`src/rtl/mem_stage_pkg.sv`:
```
// ============================================================================
// mem_stage_pkg : shared types/constants for the MEM stage     | rev 1.0
// ============================================================================
`default_nettype none

package mem_stage_pkg;

    typedef enum logic [1:0] {
        ST_IDLE = 2'd0,
        ST_REQ  = 2'd1,
        ST_RESP = 2'd2
    } state_t;

    localparam logic [2:0] F3_B  = 3'b000;
    localparam logic [2:0] F3_H  = 3'b001;
    localparam logic [2:0] F3_W  = 3'b010;
    localparam logic [2:0] F3_BU = 3'b100;
    localparam logic [2:0] F3_HU = 3'b101;

    localparam logic [31:0] REG_ZERO_DATA = 32'h0000_0000;

    // funct3[1:0] carries the access size; funct3[2] only selects zero-extension
    function automatic logic is_misaligned(input logic [2:0] f3, input logic [1:0] off);
        logic mis;
        case (f3[1:0])
            2'b00:   mis = 1'b0;
            2'b01:   mis = off[0];
            default: mis = (off != 2'b00);
        endcase
        return mis;
    endfunction

endpackage

`default_nettype wire

```
`src/rtl/mem_stage_if.sv`:
```
// ============================================================================
// mem_stage_if : data-bus req/gnt/rvalid handshake bundle      | rev 1.0
// ============================================================================
`default_nettype none

interface mem_stage_if;
    logic        req;
    logic        we;
    logic [31:0] addr;
    logic [31:0] wdata;
    logic [3:0]  wstrb;
    logic        gnt;
    logic        rvalid;
    logic [31:0] rdata;

    modport master (
        output req, we, addr, wdata, wstrb,
        input  gnt, rvalid, rdata
    );

    modport slave (
        input  req, we, addr, wdata, wstrb,
        output gnt, rvalid, rdata
    );
endinterface

`default_nettype wire

```
`src/rtl/mem_stage_lsu_align.sv`:
```
// ============================================================================
// mem_stage_lsu_align : byte-lane steering, load extension, misalign detect | rev 1.0
// ============================================================================
`default_nettype none

module mem_stage_lsu_align
    import mem_stage_pkg::*;
(
    input  logic [1:0]  offset,
    input  logic [2:0]  funct3,
    input  logic [31:0] store_data,
    input  logic [31:0] load_data,
    output logic [31:0] wdata,
    output logic [3:0]  wstrb,
    output logic [31:0] load_ext,
    output logic        misalign
);

    logic [7:0]  byte_sel;
    logic [15:0] half_sel;

    always_comb begin
        case (offset)
            2'd0:    byte_sel = load_data[7:0];
            2'd1:    byte_sel = load_data[15:8];
            2'd2:    byte_sel = load_data[23:16];
            default: byte_sel = load_data[31:24];
        endcase
        half_sel = offset[1] ? load_data[31:16] : load_data[15:0];
    end

    always_comb begin
        wdata    = store_data;
        wstrb    = 4'b1111;
        load_ext = load_data;
        misalign = is_misaligned(funct3, offset);
        case (funct3[1:0])
            2'b00: begin
                wdata    = {4{store_data[7:0]}};
                wstrb    = 4'b0001 << offset;
                load_ext = funct3[2] ? {24'h0, byte_sel} : {{24{byte_sel[7]}}, byte_sel};
            end
            2'b01: begin
                wdata    = {2{store_data[15:0]}};
                wstrb    = offset[1] ? 4'b1100 : 4'b0011;
                load_ext = funct3[2] ? {16'h0, half_sel} : {{16{half_sel[15]}}, half_sel};
            end
            default: begin
                wdata    = store_data;
                wstrb    = 4'b1111;
                load_ext = load_data;
            end
        endcase
    end

endmodule

`default_nettype wire

```
`src/rtl/mem_stage.sv`:
```
// ============================================================================
// mem_stage : RV32I MEM stage - data-bus FSM, timeout, MEM/WB register | rev 1.0
// ============================================================================
`default_nettype none

module mem_stage
    import mem_stage_pkg::*;
#(
    parameter int TIMEOUT_CYC = 64
) (
    input  logic        clk,
    input  logic        rst_n,
    input  logic        valid,
    input  logic [31:0] alu_result,
    input  logic [31:0] store_data,
    input  logic        mem_read,
    input  logic        mem_write,
    input  logic [2:0]  funct3,
    input  logic [4:0]  rd_addr,
    input  logic        reg_write,
    input  logic        flush,
    mem_stage_if.master dbus,
    output logic        stall,
    output logic [31:0] wb_data,
    output logic [4:0]  wb_rd,
    output logic        wb_reg_write,
    output logic        misalign,
    output logic        bus_err
);

    localparam int              CNT_W    = $clog2(TIMEOUT_CYC + 1);
    localparam logic [CNT_W-1:0] CNT_LAST = CNT_W'(TIMEOUT_CYC - 1);

    state_t           state;
    state_t           state_nxt;
    logic [CNT_W-1:0] cnt;

    logic [1:0]  off_q;
    logic [2:0]  f3_q;
    logic [4:0]  rd_q;
    logic        rw_q;
    logic        kill_q;
    logic        hit_q;
    logic [31:0] rdata_q;

    logic        is_mem;
    logic        live;
    logic        launch;
    logic        bad_align;
    logic        resp_valid;
    logic        done;
    logic        timeout;
    logic [1:0]  al_off;
    logic [2:0]  al_f3;
    logic [31:0] resp_data;
    logic [31:0] al_wdata;
    logic [31:0] al_ext;
    logic [3:0]  al_wstrb;
    logic        al_mis;

    // Aligner sees the live instruction in IDLE and the latched access otherwise
    always_comb begin
        is_mem     = mem_read | mem_write;
        live       = valid & ~flush & (state == ST_IDLE);
        al_off     = (state == ST_IDLE) ? alu_result[1:0] : off_q;
        al_f3      = (state == ST_IDLE) ? funct3 : f3_q;
        resp_valid = hit_q | dbus.rvalid;
        resp_data  = hit_q ? rdata_q : dbus.rdata;
    end

    mem_stage_lsu_align u_align (
        .offset     (al_off),
        .funct3     (al_f3),
        .store_data (store_data),
        .load_data  (resp_data),
        .wdata      (al_wdata),
        .wstrb      (al_wstrb),
        .load_ext   (al_ext),
        .misalign   (al_mis)
    );

    // A same-cycle gnt+rvalid in REQ is captured and retired from RESP next cycle
    always_comb begin
        launch    = live & is_mem & ~al_mis;
        bad_align = live & is_mem & al_mis;
        done      = (state == ST_RESP) & resp_valid;
        timeout   = (cnt == CNT_LAST) &
                    (((state == ST_REQ) & ~(dbus.gnt & dbus.rvalid)) |
                     ((state == ST_RESP) & ~resp_valid));
        stall     = launch | (state == ST_REQ) | ((state == ST_RESP) & ~resp_valid);
        state_nxt = state;
        case (state)
            ST_IDLE: if (launch) state_nxt = ST_REQ;
            ST_REQ: begin
                if (timeout)       state_nxt = ST_IDLE;
                else if (dbus.gnt) state_nxt = ST_RESP;
            end
            ST_RESP: if (done | timeout) state_nxt = ST_IDLE;
            default: state_nxt = ST_IDLE;
        endcase
    end

    always_ff @(posedge clk or negedge rst_n) begin
        if (!rst_n) begin
            state <= ST_IDLE;
            cnt   <= '0;
        end else begin
            state <= state_nxt;
            cnt   <= ((state == ST_IDLE) || (state_nxt == ST_IDLE)) ? '0 : cnt + 1'b1;
        end
    end

    always_ff @(posedge clk or negedge rst_n) begin
        if (!rst_n) begin
            dbus.req   <= 1'b0;
            dbus.we    <= 1'b0;
            dbus.addr  <= REG_ZERO_DATA;
            dbus.wdata <= REG_ZERO_DATA;
            dbus.wstrb <= 4'b0000;
            off_q      <= 2'b00;
            f3_q       <= 3'b000;
            rd_q       <= 5'd0;
            rw_q       <= 1'b0;
            kill_q     <= 1'b0;
            hit_q      <= 1'b0;
            rdata_q    <= REG_ZERO_DATA;
        end else begin
            if (launch) begin
                dbus.req   <= 1'b1;
                dbus.we    <= mem_write;
                dbus.addr  <= {alu_result[31:2], 2'b00};
                dbus.wdata <= al_wdata;
                dbus.wstrb <= al_wstrb;
                off_q      <= alu_result[1:0];
                f3_q       <= funct3;
                rd_q       <= rd_addr;
                rw_q       <= reg_write & mem_read;
                kill_q     <= 1'b0;
                hit_q      <= 1'b0;
            end else if (state == ST_REQ) begin
                if (dbus.gnt | timeout) dbus.req <= 1'b0;
                if (dbus.gnt & dbus.rvalid) begin
                    hit_q   <= 1'b1;
                    rdata_q <= dbus.rdata;
                end
            end
            if ((state != ST_IDLE) && flush) kill_q <= 1'b1;
        end
    end

    // MEM/WB: a bubble unless a non-memory op passes or an un-killed load retires
    always_ff @(posedge clk or negedge rst_n) begin
        if (!rst_n) begin
            wb_data      <= REG_ZERO_DATA;
            wb_rd        <= 5'd0;
            wb_reg_write <= 1'b0;
            misalign     <= 1'b0;
            bus_err      <= 1'b0;
        end else begin
            wb_data      <= REG_ZERO_DATA;
            wb_rd        <= 5'd0;
            wb_reg_write <= 1'b0;
            if (live & ~is_mem) begin
                wb_data      <= alu_result;
                wb_rd        <= rd_addr;
                wb_reg_write <= reg_write;
            end else if (done & ~dbus.we & ~kill_q & ~flush) begin
                wb_data      <= al_ext;
                wb_rd        <= rd_q;
                wb_reg_write <= rw_q;
            end
            misalign <= bad_align;
            bus_err  <= timeout;
        end
    end

endmodule

`default_nettype wire

```
`src/flat_wrapper.sv`:
```
// flat-port wrapper written by rule: the top's interface ports become plain ports
module mem_stage_flat import mem_stage_pkg::*;
#(
    parameter int TIMEOUT_CYC = 64
)
  (clk, rst_n, valid, alu_result, store_data, mem_read, mem_write, funct3, rd_addr, reg_write, flush, stall, wb_data, wb_rd, wb_reg_write, misalign, bus_err, dbus_req, dbus_we, dbus_addr, dbus_wdata, dbus_wstrb, dbus_gnt, dbus_rvalid, dbus_rdata);
  mem_stage_if dbus_i ();
  input  logic clk;
  input  logic rst_n;
  input  logic valid;
  input  logic [31:0] alu_result;
  input  logic [31:0] store_data;
  input  logic mem_read;
  input  logic mem_write;
  input  logic [2:0] funct3;
  input  logic [4:0] rd_addr;
  input  logic reg_write;
  input  logic flush;
  output logic stall;
  output logic [31:0] wb_data;
  output logic [4:0] wb_rd;
  output logic wb_reg_write;
  output logic misalign;
  output logic bus_err;
  output wire logic [$bits(dbus_i.req)-1:0] dbus_req;
  output wire logic [$bits(dbus_i.we)-1:0] dbus_we;
  output wire logic [$bits(dbus_i.addr)-1:0] dbus_addr;
  output wire logic [$bits(dbus_i.wdata)-1:0] dbus_wdata;
  output wire logic [$bits(dbus_i.wstrb)-1:0] dbus_wstrb;
  input wire logic [$bits(dbus_i.gnt)-1:0] dbus_gnt;
  input wire logic [$bits(dbus_i.rvalid)-1:0] dbus_rvalid;
  input wire logic [$bits(dbus_i.rdata)-1:0] dbus_rdata;
  assign dbus_req = dbus_i.req;
  assign dbus_we = dbus_i.we;
  assign dbus_addr = dbus_i.addr;
  assign dbus_wdata = dbus_i.wdata;
  assign dbus_wstrb = dbus_i.wstrb;
  assign dbus_i.gnt = dbus_gnt;
  assign dbus_i.rvalid = dbus_rvalid;
  assign dbus_i.rdata = dbus_rdata;
  mem_stage #(.TIMEOUT_CYC(TIMEOUT_CYC)) u_core (.clk(clk), .rst_n(rst_n), .valid(valid), .alu_result(alu_result), .store_data(store_data), .mem_read(mem_read), .mem_write(mem_write), .funct3(funct3), .rd_addr(rd_addr), .reg_write(reg_write), .flush(flush), .dbus(dbus_i), .stall(stall), .wb_data(wb_data), .wb_rd(wb_rd), .wb_reg_write(wb_reg_write), .misalign(misalign), .bus_err(bus_err));
endmodule
```
`config.mk`:
```
export PLATFORM = sky130hd
export DESIGN_NAME = mem_stage_flat
export DESIGN_NICKNAME = d
export VERILOG_FILES = /design/src/rtl/mem_stage_pkg.sv /design/src/rtl/mem_stage_if.sv /design/src/rtl/mem_stage_lsu_align.sv /design/src/rtl/mem_stage.sv /design/src/flat_wrapper.sv
export SDC_FILE = /design/constraint.sdc
export NUM_CORES = 1
export LEC_CHECK = 0
export ABC_AREA = 1
export CORE_MARGIN = 2
export CORE_UTILIZATION = 25
export CTS_CLUSTER_DIAMETER = 80
export DETAILED_ROUTE_END_ITERATION = 10
export PLACE_DENSITY = 0.51
export SLEW_MARGIN = 10
export SYNTH_ARGS = -nofsm -noshare
export SYNTH_HDL_FRONTEND = slang
export SYNTH_SLANG_ARGS = --single-unit
```
`constraint.sdc`:
```
create_clock -name clk -period 2.5 [get_ports clk]
set_clock_uncertainty 0.15 [all_clocks]
set_input_delay 0.75 -clock clk [delete_from_list [all_inputs] [get_ports clk]]
set_output_delay 0.75 -clock clk [all_outputs]
set_load 0.03 [all_outputs]
```
==> impl_results.md <==
- MaxCap Viol Count: 0
- WL per Instance: 15.2 µm
- Final setup TNS: -1.30 ns
- Final Hold Vio Count: 0
- Top-area cell type share of the netlist area: 53.5%
- Slew Viols, Final: 0
- GR Overflow Total: 0
- # nets final: 1369
- Post-layout util: 38.8%
- Synth area leaders: dfrtp_1 (54%), nand2_1 (21%), o21ai_0 (6.8%), inv_1 (4.2%), nor2_1 (2.2%)
- Drt via density: 4.28
- Sink Count: 162
- Antenna violations before repair: 5
- Violated checks: setup timing
- Antenna viol nets, final: 0
- Leak pwr: 5.70 nW
- Post-route setup slack: -0.199 ns
- Cells after synthesis: 980
- Sequential area share after synthesis: 53.5%
- Core Area: 29700 µm²
- Largest net degree at the start of global routing: 63
- Final GP Congestion: 0.868
- RSZ-0062 raised after global routing: true
- CTS max path bufs: 2
- TritonCTS buffer count: 17
- Placed insts: 1611
- Die Wd: 178 µm
- Area share of and/or/nand/nor cells after synthesis: 27.5%
- Vias: 7106
- Synth Area in Compound Gates: 11.0%
- DRC violations left: 0
- Top cell type by total area after synthesis: dfrtp_1
- Metal1 wirelength: 11700 µm
- WS Path Type: reg2out
- First-pass GRT wire length: 38700 µm
- Final setup viols: 9
- CP max FO: 5
- Worst slew pin tran: 0.502 ns
- Initial drt markers: 593
- Layout cells sized above 1: 13.4%
- Largest family of logic cells by synthesized area: simple AND/OR/NAND/NOR gates
- Metal3 WL: 1430 µm
- EDFF count, synth: 0
- Total global-route track usage: 16.2%
- Xor-xnor portion of the synthesized cell area: 0.231%
- Hpwl dp: 18700 µm
- Crit start category: flop
- Cell area after synthesis: 7570 µm²
- VDD IR max: 0.676 mV
- Root buffer cell: clkbuf_16
- PD cells: 1220 nW/µm²
- Fraction of the mapped netlist area in adder cells: 0.165%
- Uppermost routed layer: met5
- Yosys cell types: 35
- Die Y: 178 µm
- Worst path arrival time: 1.80 ns
- # hold bufs at CTS: 0
- Non-filler cells, final: 1662
- Max transition margin: 66.5%
- Rows: 63
- Period utilization: 108%
- Hold crit path type: in2async
- Vias in the first global route: 6800
- Worst path required time: 1.60 ns
- Mux share of post-synthesis cell area: 0%
- Status: complete, but fails checks
- Clock Latency Late Sink: 0.44 ns
- TritonCTS clock tree: done
- Synthesis-stage register bit count: 162
- Minimum clock period after layout: 2.70 ns
- Ys async rst share: 100%
- Initial core utilization: 25.5%
- Crit. End Element: output pin
- H-tree Lvls: 4
- Final WL: 25200 µm
- Area Overhead vs Synth: 52.3%
- Die area: 31700 µm²
- Synth warn: 0
- Clk pin slew, worst setup/hold paths: 0.07 ns
- Peak Freq: 371 MHz
- Met2 wire len: 11600 µm
- Primary FF master, synth: dfrtp_1
- Fill cells: 3071
- Number of port buffers: 221
- # IOs: 224
- Dpl ws: -0.406 ns
- Pre-antenna DRT Iters: 5
- Syn_area_per_cell: 7.73 µm²
synthesized netlist by cell type (2+ instances only):
cell type	number
inv_1	85
inv_2	4
o21a_1	5
nor3_1	2
or2_2	3
o21ai_0	103
nand3_4	2
nand2_2	5
buf_2	16
buf_4	6
nor2_1	44
buf_1	3
a21oi_1	21
nor2_4	2
nand3_1	26
buf_6	3
dfrtp_1	162
clkbuf_1	17
o21ai_1	26
nand2_1	427
o21ai_2	3
nor3b_1	2
cells in the final DEF, fill, tap and decap left out, types with 18 or more instances in the layout:
cell             count
dfrtp_1            160
nand3_1             18
o21ai_1             26
a21oi_1             21
o21ai_0            103
nor2_1              42
buf_4               64
inv_1               84
clkdlybuf4s50_1    213
nand2_1            409
report_power, final:
part / leakage, nW / switching (mW) / internal (mW)
clock: 0.267 / 1.17 / 1.31
sequential: 2.09 / 0.515 / 3.55
combinational: 3.34 / 4.47 / 3.04
area by class of cell:
type                            count  area [µm²]  share of cell area [%]
Sequential cell                   162        4060                    35.2
Tap cell                          390         488                    4.23
Timing Repair Buffer              299        2950                    25.5
Antenna cell                        4        10.0                  0.0868
Multi-Input combinational cell    685        3150                    27.3
Clock buffer                       18         439                    3.81
Clock inverter                     14         105                   0.911
Inverter                           90         345                    2.99
state kept, by name, indices dropped and copies added (netlist names):
signal and flops:
u_core.rdata_q 32, u_core.dbus.addr 30, u_core.wb_reg_write 1, u_core.dbus.we 1
u_core.dbus.wdata 32, u_core.misalign 1, u_core.rw_q 1, u_core.wb_data 32
u_core.off_q 2, u_core.bus_err 1, u_core.kill_q 1, u_core.hit_q 1
u_core.dbus.req 1, u_core.dbus.wstrb 4, u_core.state 2, u_core.cnt 7
u_core.rd_q 5, u_core.wb_rd 5, u_core.f3_q 3
metrics by stage:
stage / power, mW / cell area (µm²) / hold slack, ns
finish: 14.0 / 11500 / 0.0803
global route: 15.1 / 11500 / 0.105
CTS: 13.9 / 11400 / 0.0954
detailed placement: 11.0 / 10700 / 0.307
floorplan: 8.02 / 7620 / 0.283
global placement: 11.0 / 10700 / 0.304
timing repair:
action                     CTS  global route
gates resized for setup     25            26
pin swaps                   10            15
setup endpoints to repair    1            19
gates cloned                 1             0
buffers inserted            11             3
worst paths after layout:
path / from / to / slack (ns) / depth (start not counted)
worst max-delay path: u_core.state[1] / stall / -0.20 / 9
worst min-delay path: rst_n / u_core.dbus.wdata[10] / 0.08 / 1
worst max register to register: u_core.state[1] / u_core.wb_data[4] / -0.17 / 17
worst min register to register: u_core.cnt[0] / u_core.cnt[0] / 0.32 / 1
max in group asynchronous: rst_n / u_core.dbus.addr[17] / 1.42 / 2
min in group clk: u_core.cnt[0] / u_core.cnt[0] / 0.32 / 1
routing by layer:
metal	global-route usage, %	up-vias
li1	-	3602
met1	22.6	3290
met2	24.5	184
met3	3.73	28
met4	5.81	2
met5	0	-
critical path, cell delays in order, from the launching register on:
cell and delay, ns:
dfrtp_2 0.48, nor2_4 0.22, nand2_2 0.09, nand2_4 0.09, inv_6 0.05, nand2_4 0.07, nand3_4 0.08, nand2_4 0.10
nand2_8 0.05, buf_6 0.13
kinds of logic (layout without fill, tap and decap cells):
logic type	Yosys count	after routing
simple gates	519	520
flops	162	162
compound gates	160	160
buf+inv	135	421
xor+xnor	2	2
fa+ha+maj	1	1
other cells	1	6
No activity file was read; power rests on OpenSTA's default activity.
